`src/rtl/drive_sequencer_pkg.sv`:
```
// ============================================================================
// drive_sequencer_pkg : shared state, nav_cmd, motor and LED encodings
// Rev 1.0
// ============================================================================
`default_nettype none

package drive_sequencer_pkg;

  typedef enum logic [2:0] {
    ST_DRIVE   = 3'd0,
    ST_BRAKE   = 3'd1,
    ST_REVERSE = 3'd2,
    ST_TURN    = 3'd3,
    ST_FAULT   = 3'd4
  } state_e;

  localparam logic [1:0] NAV_STOP  = 2'b00;
  localparam logic [1:0] NAV_FWD   = 2'b01;
  localparam logic [1:0] NAV_LEFT  = 2'b10;
  localparam logic [1:0] NAV_RIGHT = 2'b11;

  // Motor word is {l_en, l_dir, r_en, r_dir}
  localparam logic [3:0] MOT_STOP  = 4'b0000;
  localparam logic [3:0] MOT_FWD   = 4'b1111;
  localparam logic [3:0] MOT_LEFT  = 4'b1011;
  localparam logic [3:0] MOT_RIGHT = 4'b1110;
  localparam logic [3:0] MOT_REV   = 4'b1010;

  localparam logic [2:0] LED_DRIVE  = 3'b001;
  localparam logic [2:0] LED_ESCAPE = 3'b010;
  localparam logic [2:0] LED_FAULT  = 3'b100;

  function automatic logic [3:0] nav_to_motor(input logic [1:0] nav);
    logic [3:0] m;
    case (nav)
      NAV_FWD:   m = MOT_FWD;
      NAV_LEFT:  m = MOT_LEFT;
      NAV_RIGHT: m = MOT_RIGHT;
      default:   m = MOT_STOP;
    endcase
    return m;
  endfunction

endpackage

`default_nettype wire

```
`src/rtl/drive_sequencer_seq_timer.sv`:
```
// ============================================================================
// seq_timer : loadable down-counter, done when the count reaches zero
// Rev 1.0
// ============================================================================
`default_nettype none

module seq_timer #(
  parameter int CNT_W = 26
) (
  input  logic             clk,
  input  logic             rst,
  input  logic             load,
  input  logic [CNT_W-1:0] load_val,
  output logic             done
);

  logic [CNT_W-1:0] count_q;
  logic [CNT_W-1:0] count_d;

  always_comb begin
    count_d = count_q;
    if (load) begin
      count_d = load_val;
    end else if (count_q != '0) begin
      count_d = count_q - 1'b1;
    end
  end

  always_ff @(posedge clk or posedge rst) begin
    if (rst) begin
      count_q <= '0;
    end else begin
      count_q <= count_d;
    end
  end

  assign done = (count_q == '0);

endmodule

`default_nettype wire

```
`src/rtl/drive_sequencer.sv`:
```
// ============================================================================
// drive_sequencer : passes nav commands to the motors, runs a timed
// brake/reverse/turn escape on collision and latches FAULT on repeated failure
// Rev 1.0
// ============================================================================
`default_nettype none

module drive_sequencer
  import drive_sequencer_pkg::*;
#(
  parameter int BRAKE_CYC = 5_000_000,
  parameter int REV_CYC   = 25_000_000,
  parameter int TURN_CYC  = 20_000_000,
  parameter int MAX_RETRY = 3,
  parameter int CNT_W     = 26
) (
  input  logic       clk,
  input  logic       rst,
  input  logic       col_detect,
  input  logic [1:0] nav_cmd,
  output logic       motor_l_en,
  output logic       motor_l_dir,
  output logic       motor_r_en,
  output logic       motor_r_dir,
  output logic       busy,
  output logic       fault,
  output logic [2:0] state_led
);

  localparam logic [CNT_W-1:0] BRAKE_LD = CNT_W'(BRAKE_CYC - 1);
  localparam logic [CNT_W-1:0] REV_LD   = CNT_W'(REV_CYC - 1);
  localparam logic [CNT_W-1:0] TURN_LD  = CNT_W'(TURN_CYC - 1);
  localparam logic [2:0]       RETRY_MAX = 3'(MAX_RETRY);

  state_e           state_q, state_d;
  logic [2:0]       retry_q, retry_d;
  logic [3:0]       motor_q, motor_d;
  logic             busy_q, busy_d;
  logic             fault_q, fault_d;
  logic [2:0]       led_q, led_d;

  logic             tmr_load;
  logic [CNT_W-1:0] tmr_load_val;
  logic             tmr_done;

  seq_timer #(
    .CNT_W (CNT_W)
  ) u_timer (
    .clk      (clk),
    .rst      (rst),
    .load     (tmr_load),
    .load_val (tmr_load_val),
    .done     (tmr_done)
  );

  // Next-state and retry bookkeeping
  always_comb begin
    state_d = state_q;
    retry_d = retry_q;
    case (state_q)
      ST_DRIVE: begin
        if (col_detect) state_d = ST_BRAKE;
      end
      ST_BRAKE: begin
        if (tmr_done) state_d = ST_REVERSE;
      end
      ST_REVERSE: begin
        if (tmr_done) state_d = ST_TURN;
      end
      ST_TURN: begin
        if (tmr_done) begin
          if (!col_detect) begin
            state_d = ST_DRIVE;
            retry_d = '0;
          end else if (retry_q < RETRY_MAX) begin
            state_d = ST_BRAKE;
            retry_d = (retry_q == 3'b111) ? retry_q : retry_q + 3'd1;
          end else begin
            state_d = ST_FAULT;
          end
        end
      end
      ST_FAULT: begin
        if (!col_detect && nav_cmd == NAV_STOP) begin
          state_d = ST_DRIVE;
          retry_d = '0;
        end
      end
      default: state_d = ST_FAULT;
    endcase
  end

  // Every state entry reloads the timer, so it can never underflow mid-phase
  always_comb begin
    tmr_load     = (state_d != state_q);
    tmr_load_val = '0;
    case (state_d)
      ST_BRAKE:   tmr_load_val = BRAKE_LD;
      ST_REVERSE: tmr_load_val = REV_LD;
      ST_TURN:    tmr_load_val = TURN_LD;
      default:    tmr_load_val = '0;
    endcase
  end

  // Outputs decoded from the next state so they register alongside it
  always_comb begin
    motor_d = MOT_STOP;
    busy_d  = 1'b1;
    fault_d = 1'b0;
    led_d   = LED_ESCAPE;
    case (state_d)
      ST_DRIVE: begin
        motor_d = nav_to_motor(nav_cmd);
        busy_d  = 1'b0;
        led_d   = LED_DRIVE;
      end
      ST_BRAKE:   motor_d = MOT_STOP;
      ST_REVERSE: motor_d = MOT_REV;
      ST_TURN:    motor_d = MOT_RIGHT;
      default: begin
        motor_d = MOT_STOP;
        fault_d = 1'b1;
        led_d   = LED_FAULT;
      end
    endcase
  end

  always_ff @(posedge clk or posedge rst) begin
    if (rst) begin
      state_q <= ST_DRIVE;
      retry_q <= '0;
      motor_q <= MOT_STOP;
      busy_q  <= 1'b0;
      fault_q <= 1'b0;
      led_q   <= LED_DRIVE;
    end else begin
      state_q <= state_d;
      retry_q <= retry_d;
      motor_q <= motor_d;
      busy_q  <= busy_d;
      fault_q <= fault_d;
      led_q   <= led_d;
    end
  end

  assign {motor_l_en, motor_l_dir, motor_r_en, motor_r_dir} = motor_q;
  assign busy      = busy_q;
  assign fault     = fault_q;
  assign state_led = led_q;

endmodule

`default_nettype wire

```
`config.mk`:
```
export PLATFORM = sky130hd
export DESIGN_NAME = drive_sequencer
export DESIGN_NICKNAME = d
export VERILOG_FILES = /design/src/rtl/drive_sequencer_pkg.sv /design/src/rtl/drive_sequencer_seq_timer.sv /design/src/rtl/drive_sequencer.sv
export SDC_FILE = /design/constraint.sdc
export NUM_CORES = 1
export LEC_CHECK = 0
export ABC_CLOCK_PERIOD_IN_PS = 8500
export CAP_MARGIN = 10
export CORE_ASPECT_RATIO = 1.1
export CORE_MARGIN = 10
export CORE_UTILIZATION = 63
export DETAILED_ROUTE_END_ITERATION = 10
export PLACE_DENSITY = 0.89
export SETUP_SLACK_MARGIN = 0.3
export SLEW_MARGIN = 20
export SYNTH_ARGS = -nofsm -noshare
export SYNTH_HDL_FRONTEND = slang
export SYNTH_SLANG_ARGS = --single-unit
```
`constraint.sdc`:
```
create_clock -name clk -period 8.5 [get_ports clk]
set_input_delay 1.7 -clock clk [delete_from_list [all_inputs] [get_ports clk]]
set_output_delay 1.7 -clock clk [all_outputs]
set_load 0.005 [all_outputs]
```
==> flow_summary_export.csv, run 1 <==
group,metric,value,unit
final_layout,diodes,0,
timing,hold_viol_final,0,
die,floorplan.die_area,6228,um2
synth,netlist-cell-type-count,46,
worst_setup_path,type_of_the_setup_path_with_the_least_slack,"in2reg",
synth,synth_cells,222,
worst_setup_path,crit_buf_inv,3,
timing,timing.final.crit_share,0.4152,
worst_setup_path,r2r_end,"u_timer.count_q[11]",
die,design.portCount,14,
route,routedWlPerCell,16.56,um
synth,synth_flop_cell,"dfrtp_1",
worst_setup_path,worstRegToRegCells,9,
final_layout,fin_nets,247,
timing,fin_ws,4.970,ns
clocking,cts-buffers-inserted,5,
worst_setup_path,cp_launch_point,"nav_cmd[0]",
die,floorplan.rows,22,
run_status,outcome,"complete, no violations",
clocking,post_cts_resize_count,0,
placement,dp.final_hpwl,3312,um
pwr,seqPwrFrac,0.576,
worst_setup_path,critPathMaxFanout,6,
worst_setup_path,critical-path-top-delay-family,"compound AO/OA/AOI/OAI gates",
worst_setup_path,arrival_time_worst_endpoint,3.83,ns
final_layout,layout-drive-gt1-share,0.07627,
route,drt_iter0_markers,148,
route,remaining_drc_errors,0,
timing,timing.setup.tns,0,ns
final_layout,nFillCells,240,
clocking,cts_root_buffer,"clkbuf_4",
clocking,cts_buffer_depth,2,
final_layout,fin_cells,284,
pwr,combinationalPowerShare,0.025,
pwr,pwr_density_cell,136.1,nW/um2
synth,synth_enable_flop_cells,0,
pwr,irDropWorstVdd,0.1026,mV
flow_run,cap_viol_max_count,0,
clocking,clkSlewWorstSetupHoldPaths,0.13,ns
pwr,internal-power,255.9,uW
timing,fin_skew,0.01579,ns
synth,synth_seq_cells,40,
clocking,worst_skew_pair.late_latency,0.37,ns
global_routing,grt_max_degree,41,
route,drt_pre_antenna_iters,4,
global_routing,globalRouteTotalUtil,0.1523,
worst_setup_path,crit_chain,"clkdlybuf4s50_1, inv_1, ha_1, inv_1, o41ai_1, o21ai_0, or3b_1, a31oi_1",
clocking,h-tree-depth,2,
clocking,cts-hold-fix-buffers,0,
global_routing,first_global_vias,1669,
die,core_region_area,3331,um2
pwr,p_sw_frac,0.2261,
die,fp.dieH,81.78,um
synth,synth.cell_area,2186,um2
synth,netlist.area_leader.share,0.4465,
clocking,post_cts.repair.setup_buffers,0,
timing,final_max_slew_viol_count,0,
route,antenna_violating_nets_post_route,0,
pwr,net_switching_power_of_the_design,74.75,uW
placement,dp_slack,4.569,ns
pwr,clockPowerShare,0.399,
synth,synthMostInstantiatedCell,"dfrtp_1",
die,die-width,76.16,um
placement,place_inst,276,
synth,post-synth-top-area-cell,"dfrtp_1",
pwr,leak,0.9395,nW
route,dr_total_vias,1764,
timing,setup_viol,0,
synth,average_size_of_a_mapped_cell,9.846,um2
timing,final.min_clock_period,3.530,ns
route,vias_per_cell,6.211,
worst_hold_path,hold_path_end,"u_timer.count_q[15]",
clocking,cts_tree,"done",
synth,synthTopCellsByArea,"dfrtp_1 (45%), xnor2_1 (5.6%), ha_1 (4.0%)",
worst_hold_path,min_from,"u_timer.count_q[15]",
worst_hold_path,timing.hold.worst.class,"reg2reg",
synth,post_synth_arst_share,1.000,
synth,synth.yosys.seq_area_share,0.4585,
worst_setup_path,worstReg2RegStart,"u_timer.count_q[0]",
worst_setup_path,crit_top_cell,"inv_1",
synth,yosys-top-cells-count,"dfrtp_1 (39), nor2_1 (14), xnor2_1 (14), inv_1 (13), o21ai_0 (12)",
placement,io_buffers,13,
timing,worst_slew_pin_slew,0.7771,ns
global_routing,grt_overflow_total,0,
timing,fmax,283.3,MHz
final_layout,synthToLayoutAreaGrowth,11.10,%
worst_hold_path,number_of_cells_on_the_worst_hold_path,2,
route,detail_route.wirelength,4704,um
placement,gpl.final_weighted_congestion,0.8857,
synth,mappedNetlistNets,234,
worst_setup_path,cp_slowest_cell,"or3b_1",
worst_setup_path,crit_required,8.80,ns
pwr,power.total,330.6,uW
worst_setup_path,crit_path_start_kind,"input pin",
global_routing,number_of_antenna_violations_at_the_first_check_in_global_routing,0,
clocking,numClockSinks,40,
timing,slew_headroom,0.4779,
worst_setup_path,r2r_slack,5.15,ns
timing,rsz_0062_raised_after_global_routing,"false",
worst_setup_path,critical_path.endpoint_type,"flip-flop",
global_routing,grt_first_pass_wirelength,7728,um
synth,yosysWarnings,0,
worst_setup_path,cp_slowest_stage_delay,0.54,ns
die,start_util,0.6563,
==> per-stage QoR <==
stage / hold WS, ns / instance area (um2) / utilization
after floorplan: 0.5059 / 2186 / -
after global placement: 0.5330 / 2344 / 0.7036
after detailed placement: 0.5461 / 2344 / 0.7036
after CTS: 0.5672 / 2429 / 0.7292
after global routing: 0.5855 / 2429 / 0.7292
final: 0.5667 / 2429 / 0.7292
==> worst reg2reg max path: cells and delay by family, from the launching register on <==
| kind | cells | cell delay (ns) |
|---|---|---|
| DFF | 1 | 0.44 |
| and+or+nand+nor | 3 | 1.42 |
| AOI/OAI and AO/OA | 3 | 0.84 |
| buffers and inverters | 2 | 0.34 |
| adders and majority gates | 1 | 0.19 |
==> cell families (layout without fill, tap and decap cells) <==
logic type	count (synthesis)	in the layout	synth area share
and+or+nand+nor	78	78	0.2164
AOI/OAI and AO/OA	55	55	0.1603
DFF	40	40	0.4585
xor gates and xnor gates	21	21	0.08415
buffers and inverters	21	35	0.04064
adders and majority gates	7	7	0.04007
==> final cells by class <==
cell class,instances,area [um2],share of cell area
inverter,13,48.80,0.02009
tap,48,60.06,0.02473
multi-input combinational,161,1095,0.4508
clock buffer,5,37.54,0.01546
sequential,40,1002,0.4127
clock inverter,3,47.55,0.01958
timing repair buffer,14,137.6,0.05667
==> state kept, by name, indices dropped and copies added, names as in the netlist <==
name and cells:
u_timer.count_q 26, busy 1, state_q 3, retry_q 3, state_led 3, motor_q 3
fault 1
==> routing by layer <==
metal	up-vias	track usage	wire length (um)
met2	65	0.2679	2227
met4	0	0.05762	93
li1	842	-	-
met1	844	0.1757	2044
met3	13	0.04258	339
met5	-	0	0
==> cell usage in the layout, fill, tap and decap left out, types with 2 or more instances in the layout <==
| cell | synthesis | layout |
|---|---|---|
| a211oi_1 | 2 | 2 |
| a21oi_1 | 5 | 5 |
| a31oi_1 | 5 | 5 |
| and2_1 | 3 | 3 |
| and4_1 | 4 | 4 |
| clkbuf_4 | 0 | 5 |
| clkdlybuf4s50_1 | 0 | 13 |
| clkinv_4 | 0 | 2 |
| dfrtp_1 | 39 | 39 |
| ha_1 | 7 | 7 |
| inv_1 | 13 | 13 |
| nand2_1 | 9 | 9 |
| nand3_1 | 10 | 10 |
| nand3b_1 | 2 | 2 |
| nand4_1 | 4 | 4 |
| nand4b_1 | 3 | 3 |
| nor2_1 | 14 | 14 |
| nor3_1 | 7 | 7 |
| nor3b_1 | 2 | 2 |
| nor4_1 | 8 | 8 |
| o21ai_0 | 12 | 12 |
| o21ai_1 | 10 | 10 |
| o22ai_1 | 7 | 7 |
| o31ai_1 | 2 | 2 |
| o41ai_1 | 2 | 2 |
| or3_1 | 3 | 3 |
| or3b_1 | 2 | 2 |
| or4_4 | 2 | 2 |
| xnor2_1 | 14 | 14 |
| xor2_1 | 7 | 7 |
==> power groups by stage <==
stage	clock network [mW]	logic [mW]	registers, mW
floorplan	0	0.00451	0.194
global placement	0	0.00849	0.194
detailed placement	0	0.00865	0.194
CTS	0.132	0.00869	0.190
global route	0.143	0.00969	0.190
finish	0.132	0.00840	0.190
==> worst max path at each step <==
stage	slack, ns	endpoint	depth (start not counted)
2_1_floorplan	5.30	u_timer.count_q[14]	8
3_3_place_gp	4.61	u_timer.count_q[19]	8
3_5_place_dp	4.57	u_timer.count_q[19]	8
4_1_cts	4.97	u_timer.count_q[19]	8
5_1_grt	4.81	u_timer.count_q[19]	8
6_report	4.97	u_timer.count_q[19]	8
(Power assumes the default switching activity.)
==> run 2: changes to the inputs <==
Settings changed: ABC_CLOCK_PERIOD_IN_PS 8500 to 3700, CORE_UTILIZATION 63 to 58, PLACE_DENSITY 0.89 to 0.83.
Clock period 8.5 ns to 3.7 ns, I/O delays scaled along.
==> flow_summary_export.csv, run 2 (synthesis gave the netlist of run 1 again) <==
group,metric,value,unit
clocking,post_cts.repair.setup_buffers,0,
timing,timing.setup.tns,0,ns
pwr,pwr_density_cell,337.6,nW/um2
flow_run,cap_viol_max_count,0,
clocking,clkSlewWorstSetupHoldPaths,0.08,ns
clocking,worst_skew_pair.late_latency,0.30,ns
clocking,cts_root_buffer,"clkbuf_8",
timing,setup_viol,0,
route,antenna_violating_nets_post_route,0,
run_status,outcome,"complete, no violations",
die,start_util,0.6028,
final_layout,layout-drive-gt1-share,0.08787,
route,remaining_drc_errors,0,
placement,place_area,2369,um2
route,dr_total_vias,1785,
clocking,cts_tree,"done",
final_layout,layout.cell_area.non_filler,2490,um2
final_layout,largest_reg_by_ff_count,"u_timer.count_q",
timing,slew_headroom,0.4181,
global_routing,grt_max_degree,23,
final_layout,synthToLayoutAreaGrowth,13.91,%
timing,fin_worst_hold_slack,0.5571,ns
timing,worst_slew_pin_slew,0.8719,ns
clocking,cts_buffer_depth,2,
route,drt_pre_antenna_iters,4,
worst_setup_path,crit_required,3.85,ns
worst_setup_path,worstReg2RegStart,"u_timer.count_q[0]",
die,fp.dieH,84.39,um
timing,timing.final.crit_share,0.8132,
placement,dp.final_hpwl,3379,um
die,floorplan.die_area,6627,um2
die,design.portCount,14,
route,routedWlPerCell,16.88,um
timing,final_max_slew_viol_count,0,
worst_hold_path,min_from,"u_timer.count_q[25]",
final_layout,mostFrequentLayoutCell,"dfrtp_1",
final_layout,final_cell_mix,"dfrtp_1 (39), nor2_1 (14), xnor2_1 (14), inv_1 (13), clkdlybuf4s50_1 (13)",
pwr,irDropWorstVdd,0.2123,mV
global_routing,globalRouteTotalUtil,0.1540,
timing,hold_viol_final,0,
global_routing,first_global_vias,1757,
die,die-width,78.53,um
clocking,numClockSinks,40,
route,detail_route.wirelength,4879,um
clocking,post_cts_resize_count,0,
die,floorplan.rows,23,
final_layout,max_reg_flops,26,
final_layout,diodes,0,
clocking,cts-buffers-inserted,5,
placement,io_buffers,13,
worst_setup_path,critical_path.endpoint_type,"flip-flop",
timing,rsz_0062_raised_after_global_routing,"false",
worst_hold_path,timing.hold.worst.class,"reg2reg",
global_routing,grt_first_pass_wirelength,8342,um
global_routing,grt_overflow_total,0,
pwr,leak,0.9706,nW
route,drt_iter0_markers,98,
placement,gpl.final_weighted_congestion,0.9051,
final_layout,fin_nets,250,
worst_setup_path,arrival_time_worst_endpoint,3.16,ns
timing,fin_skew,0.009381,ns
route,vias_per_cell,6.176,
worst_setup_path,critPathMaxFanout,11,
clocking,h-tree-depth,2,
clocking,cts-hold-fix-buffers,0,
worst_setup_path,type_of_the_setup_path_with_the_least_slack,"reg2reg",
die,core_region_area,3626,um2
worst_setup_path,crit_path_start_kind,"flip-flop",
worst_setup_path,cp_launch_point,"u_timer.count_q[0]",
timing,fmax,332.4,MHz
global_routing,number_of_antenna_violations_at_the_first_check_in_global_routing,0,
timing,final.min_clock_period,3.009,ns
-- run 2: final timing paths --
path,to,slack (ns),cells after the start
max in group asynchronous,state_led[0],1.95,3
hold reg to reg,u_timer.count_q[25],0.56,2
min in group asynchronous,retry_q[0],0.92,2
setup reg to reg,u_timer.count_q[0],0.69,8
setup / recovery,u_timer.count_q[0],0.69,8
hold / removal,u_timer.count_q[25],0.56,2
-- run 2: worst max-delay path, stage by stage, from the launching register on --
cell	delay, ns
dfrtp_1	0.42
inv_1	0.07
ha_1	0.18
or3b_1	0.43
or4_4	0.54
o31a_4	0.34
o21ai_2	0.28
and2_1	0.46
o21ai_1	0.15
-- run 2: area by class of cell --
| cell class | instances | area [um2] |
|---|---|---|
| Clock inverter | 2 | 38.79 |
| Timing Repair Buffer | 17 | 160.2 |
| Fill cell | 291 | 1136 |
| Tap cell | 50 | 62.56 |
| Multi-Input combinational cell | 161 | 1095 |
| Inverter | 13 | 48.80 |
| Sequential cell | 40 | 1002 |
| Clock buffer | 6 | 82.58 |
-- run 2: where the power goes --
| group | switching [mW] | leakage [nW] | internal (mW) |
|---|---|---|---|
| clock | 0.163 | 0.0614 | 0.221 |
| sequential | 0 | 0.442 | 0.437 |
| combinational | 0.0141 | 0.468 | 0.00649 |
-- run 2: layer usage --
metal | routed length [um] | track usage
met4 | 132 | 0.05546
met5 | 0 | 0
met2 | 2368 | 0.2620
met1 | 2045 | 0.1811
met3 | 332 | 0.04051
-- run 2: stage by stage --
step,util,cells,setup WS (ns),power (mW)
final,0.6867,289,0.6912,0.8406
after global routing,0.6867,289,0.5136,0.8639
after CTS,0.6867,289,0.7286,0.8416
after detailed placement,0.6532,281,0.6866,0.4667
after global placement,0.6532,281,0.7881,0.4652
after floorplan,-,222,1.031,0.4558
==> run 3: changes to the inputs <==
Settings changed: ABC_CLOCK_PERIOD_IN_PS 3700 to 3100.
Clock period 3.7 ns to 3.1 ns, I/O delays scaled along.
==> flow_summary_export.csv, run 3 (synthesis gave the netlist of run 1 again) <==
group,metric,value,unit
route,vias_per_cell,6.428,
clocking,worst_skew_pair.late_latency,0.30,ns
timing,setup_viol,0,
timing,final_max_slew_viol_count,0,
global_routing,globalRouteTotalUtil,0.1534,
worst_setup_path,crit_buf_inv,2,
placement,dp.final_hpwl,3372,um
final_layout,final_cell_mix,"dfrtp_1 (39), buf_4 (19), nor2_1 (14), xnor2_1 (14), clkdlybuf4s50_1 (13)",
route,routedWlPerCell,19.00,um
final_layout,diodes,0,
timing,fmax,330.4,MHz
clocking,cts_buffer_depth,2,
timing,timing.final.crit_share,0.9764,
final_layout,max_reg_flops,26,
final_layout,nFillCells,242,
worst_setup_path,worstRegToRegCells,9,
worst_hold_path,number_of_cells_on_the_worst_hold_path,2,
worst_setup_path,critPathMaxFanout,7,
worst_hold_path,min_from,"u_timer.count_q[15]",
die,floorplan.rows,23,
run_status,outcome,"complete, no violations",
final_layout,synthToLayoutAreaGrowth,23.53,%
final_layout,fin_cells,306,
route,detail_route.wirelength,5813,um
global_routing,grt_overflow_total,0,
global_routing,grt_max_degree,27,
worst_setup_path,critical_path.endpoint_type,"flip-flop",
worst_hold_path,hold_path_end,"u_timer.count_q[15]",
placement,place_inst,286,
worst_setup_path,type_of_the_setup_path_with_the_least_slack,"reg2reg",
final_layout,layout-drive-gt1-share,0.1914,
worst_setup_path,worstReg2RegStart,"u_timer.count_q[0]",
timing,worst_slew_pin_slew,0.7305,ns
worst_setup_path,r2r_end,"u_timer.count_q[11]",
timing,rsz_0062_raised_after_global_routing,"true",
timing,timing.setup.tns,0,ns
placement,io_buffers,13,
global_routing,number_of_antenna_violations_at_the_first_check_in_global_routing,0,
worst_setup_path,critical-path-top-delay-family,"simple AND/OR/NAND/NOR gates",
die,start_util,0.6028,
final_layout,mostFrequentLayoutCell,"dfrtp_1",
route,drt_iter0_markers,200,
clocking,cts_root_buffer,"clkbuf_8",
clocking,h-tree-depth,2,
final_layout,layout.cell_area.non_filler,2700,um2
placement,place_area,2406,um2
global_routing,first_global_vias,1775,
clocking,cts-buffers-inserted,5,
clocking,clkSlewWorstSetupHoldPaths,0.08,ns
worst_setup_path,crit_chain,"inv_2, ha_4, or3b_4, or4_4, o31ai_1, nand4b_1, o211ai_1, buf_4, o21ai_1",
route,antenna_violating_nets_post_route,0,
worst_setup_path,crit_path_start_kind,"flip-flop",
pwr,irDropWorstVdd,0.2890,mV
route,dr_total_vias,1967,
pwr,pwr_density_cell,359.6,nW/um2
worst_setup_path,arrival_time_worst_endpoint,3.21,ns
worst_setup_path,cp_slowest_cell,"or4_4",
clocking,numClockSinks,40,
die,core_region_area,3626,um2
worst_setup_path,r2r_slack,0.07,ns
clocking,cts_tree,"done",
placement,gpl.final_weighted_congestion,0.8868,
die,design.portCount,14,
route,remaining_drc_errors,0,
global_routing,grt_first_pass_wirelength,8390,um
timing,hold_viol_final,0,
final_layout,fin_nets,267,
die,fp.dieH,84.39,um
worst_hold_path,timing.hold.worst.class,"reg2reg",
die,die-width,78.53,um
flow_run,cap_viol_max_count,0,
pwr,leak,1.051,nW
route,drt_pre_antenna_iters,5,
worst_setup_path,cp_slowest_stage_delay,0.57,ns
timing,final.min_clock_period,3.027,ns
timing,fin_skew,0.003170,ns
timing,slew_headroom,0.5092,
die,floorplan.die_area,6627,um2
pwr,power.total,970.9,uW
timing,fin_worst_hold_slack,0.5523,ns
worst_setup_path,crit_required,3.28,ns
final_layout,largest_reg_by_ff_count,"u_timer.count_q",
==> run 3: cell count changes in the layout (fill, tap and decap cells not counted), sizes merged <==
cell and change:
and2 +1, buf +15, clkbuf -1, clkinvlp +1, nand4b +1
==> run 3: cell type report <==
class                      instances  area, um2  area share
multi-input combinational        163       1202      0.4453
sequential                        40       1002      0.3712
timing repair buffer              32      272.8      0.1010
clock buffer                       5      68.82     0.02549
tap                               50      62.56     0.02317
inverter                          13      48.80     0.01807
clock inverter                     3      42.54     0.01576
==> run 3: how the worst max path moves through the flow <==
| stage | from | endpoint | slack, ns | depth (start not counted) |
|---|---|---|---|---|
| final | u_timer.count_q[0] | u_timer.count_q[11] | 0.07 | 9 |
| after global routing | u_timer.count_q[4] | u_timer.count_q[20] | 0.04 | 6 |
| after CTS | u_timer.count_q[1] | u_timer.count_q[19] | 0.31 | 8 |
| after detailed placement | u_timer.count_q[0] | u_timer.count_q[12] | 0.15 | 8 |
| after global placement | u_timer.count_q[0] | u_timer.count_q[12] | 0.25 | 8 |
| after floorplan | u_timer.count_q[0] | u_timer.count_q[2] | 0.43 | 9 |
==> run 3: worst reg2reg max path, delay by kind of cell, from the launching register on <==
family / cells / cell delay [ns]
AND/OR/NAND/NOR: 3 / 1.32
AO/OA/AOI/OAI: 3 / 0.77
flip-flops: 1 / 0.42
buffers and inverters: 2 / 0.28
adder cells (fa/ha/maj): 1 / 0.14
==> run 3: routing by layer <==
| metal | global-route usage | share of wire | wire length (um) |
|---|---|---|---|
| met5 | 0 | 0 | 0 |
| met4 | 0.06036 | 0.031 | 180 |
| met3 | 0.04158 | 0.074 | 429 |
| met2 | 0.2545 | 0.51 | 2962 |
| met1 | 0.1833 | 0.39 | 2240 |
==> run 3: where the power goes <==
part | internal, mW | total [mW] | leakage, nW | switching (mW)
logic | 0.00788 | 0.0245 | 0.556 | 0.0166
registers | 0.521 | 0.521 | 0.442 | 0
clock network | 0.238 | 0.425 | 0.0541 | 0.187
==> run 3: repair_timing <==
| action | 4_1_cts | 5_1_grt |
|---|---|---|
| pin swaps | 1 | 9 |
| gates resized for setup | 10 | 10 |
| cloned | 0 | 2 |
| endpoints found under the setup margin | 26 | 26 |
| hold buffers | 0 | 0 |
| buffers inserted | 2 | 8 |
==> run 3: per-stage QoR <==
step / worst slack (ns) / util
6_report: 0.07327 / 0.7447
5_1_grt: 0.04002 / 0.7447
4_1_cts: 0.3083 / 0.7091
3_5_place_dp: 0.1513 / 0.6636
3_3_place_gp: 0.2521 / 0.6636
2_1_floorplan: 0.4312 / -
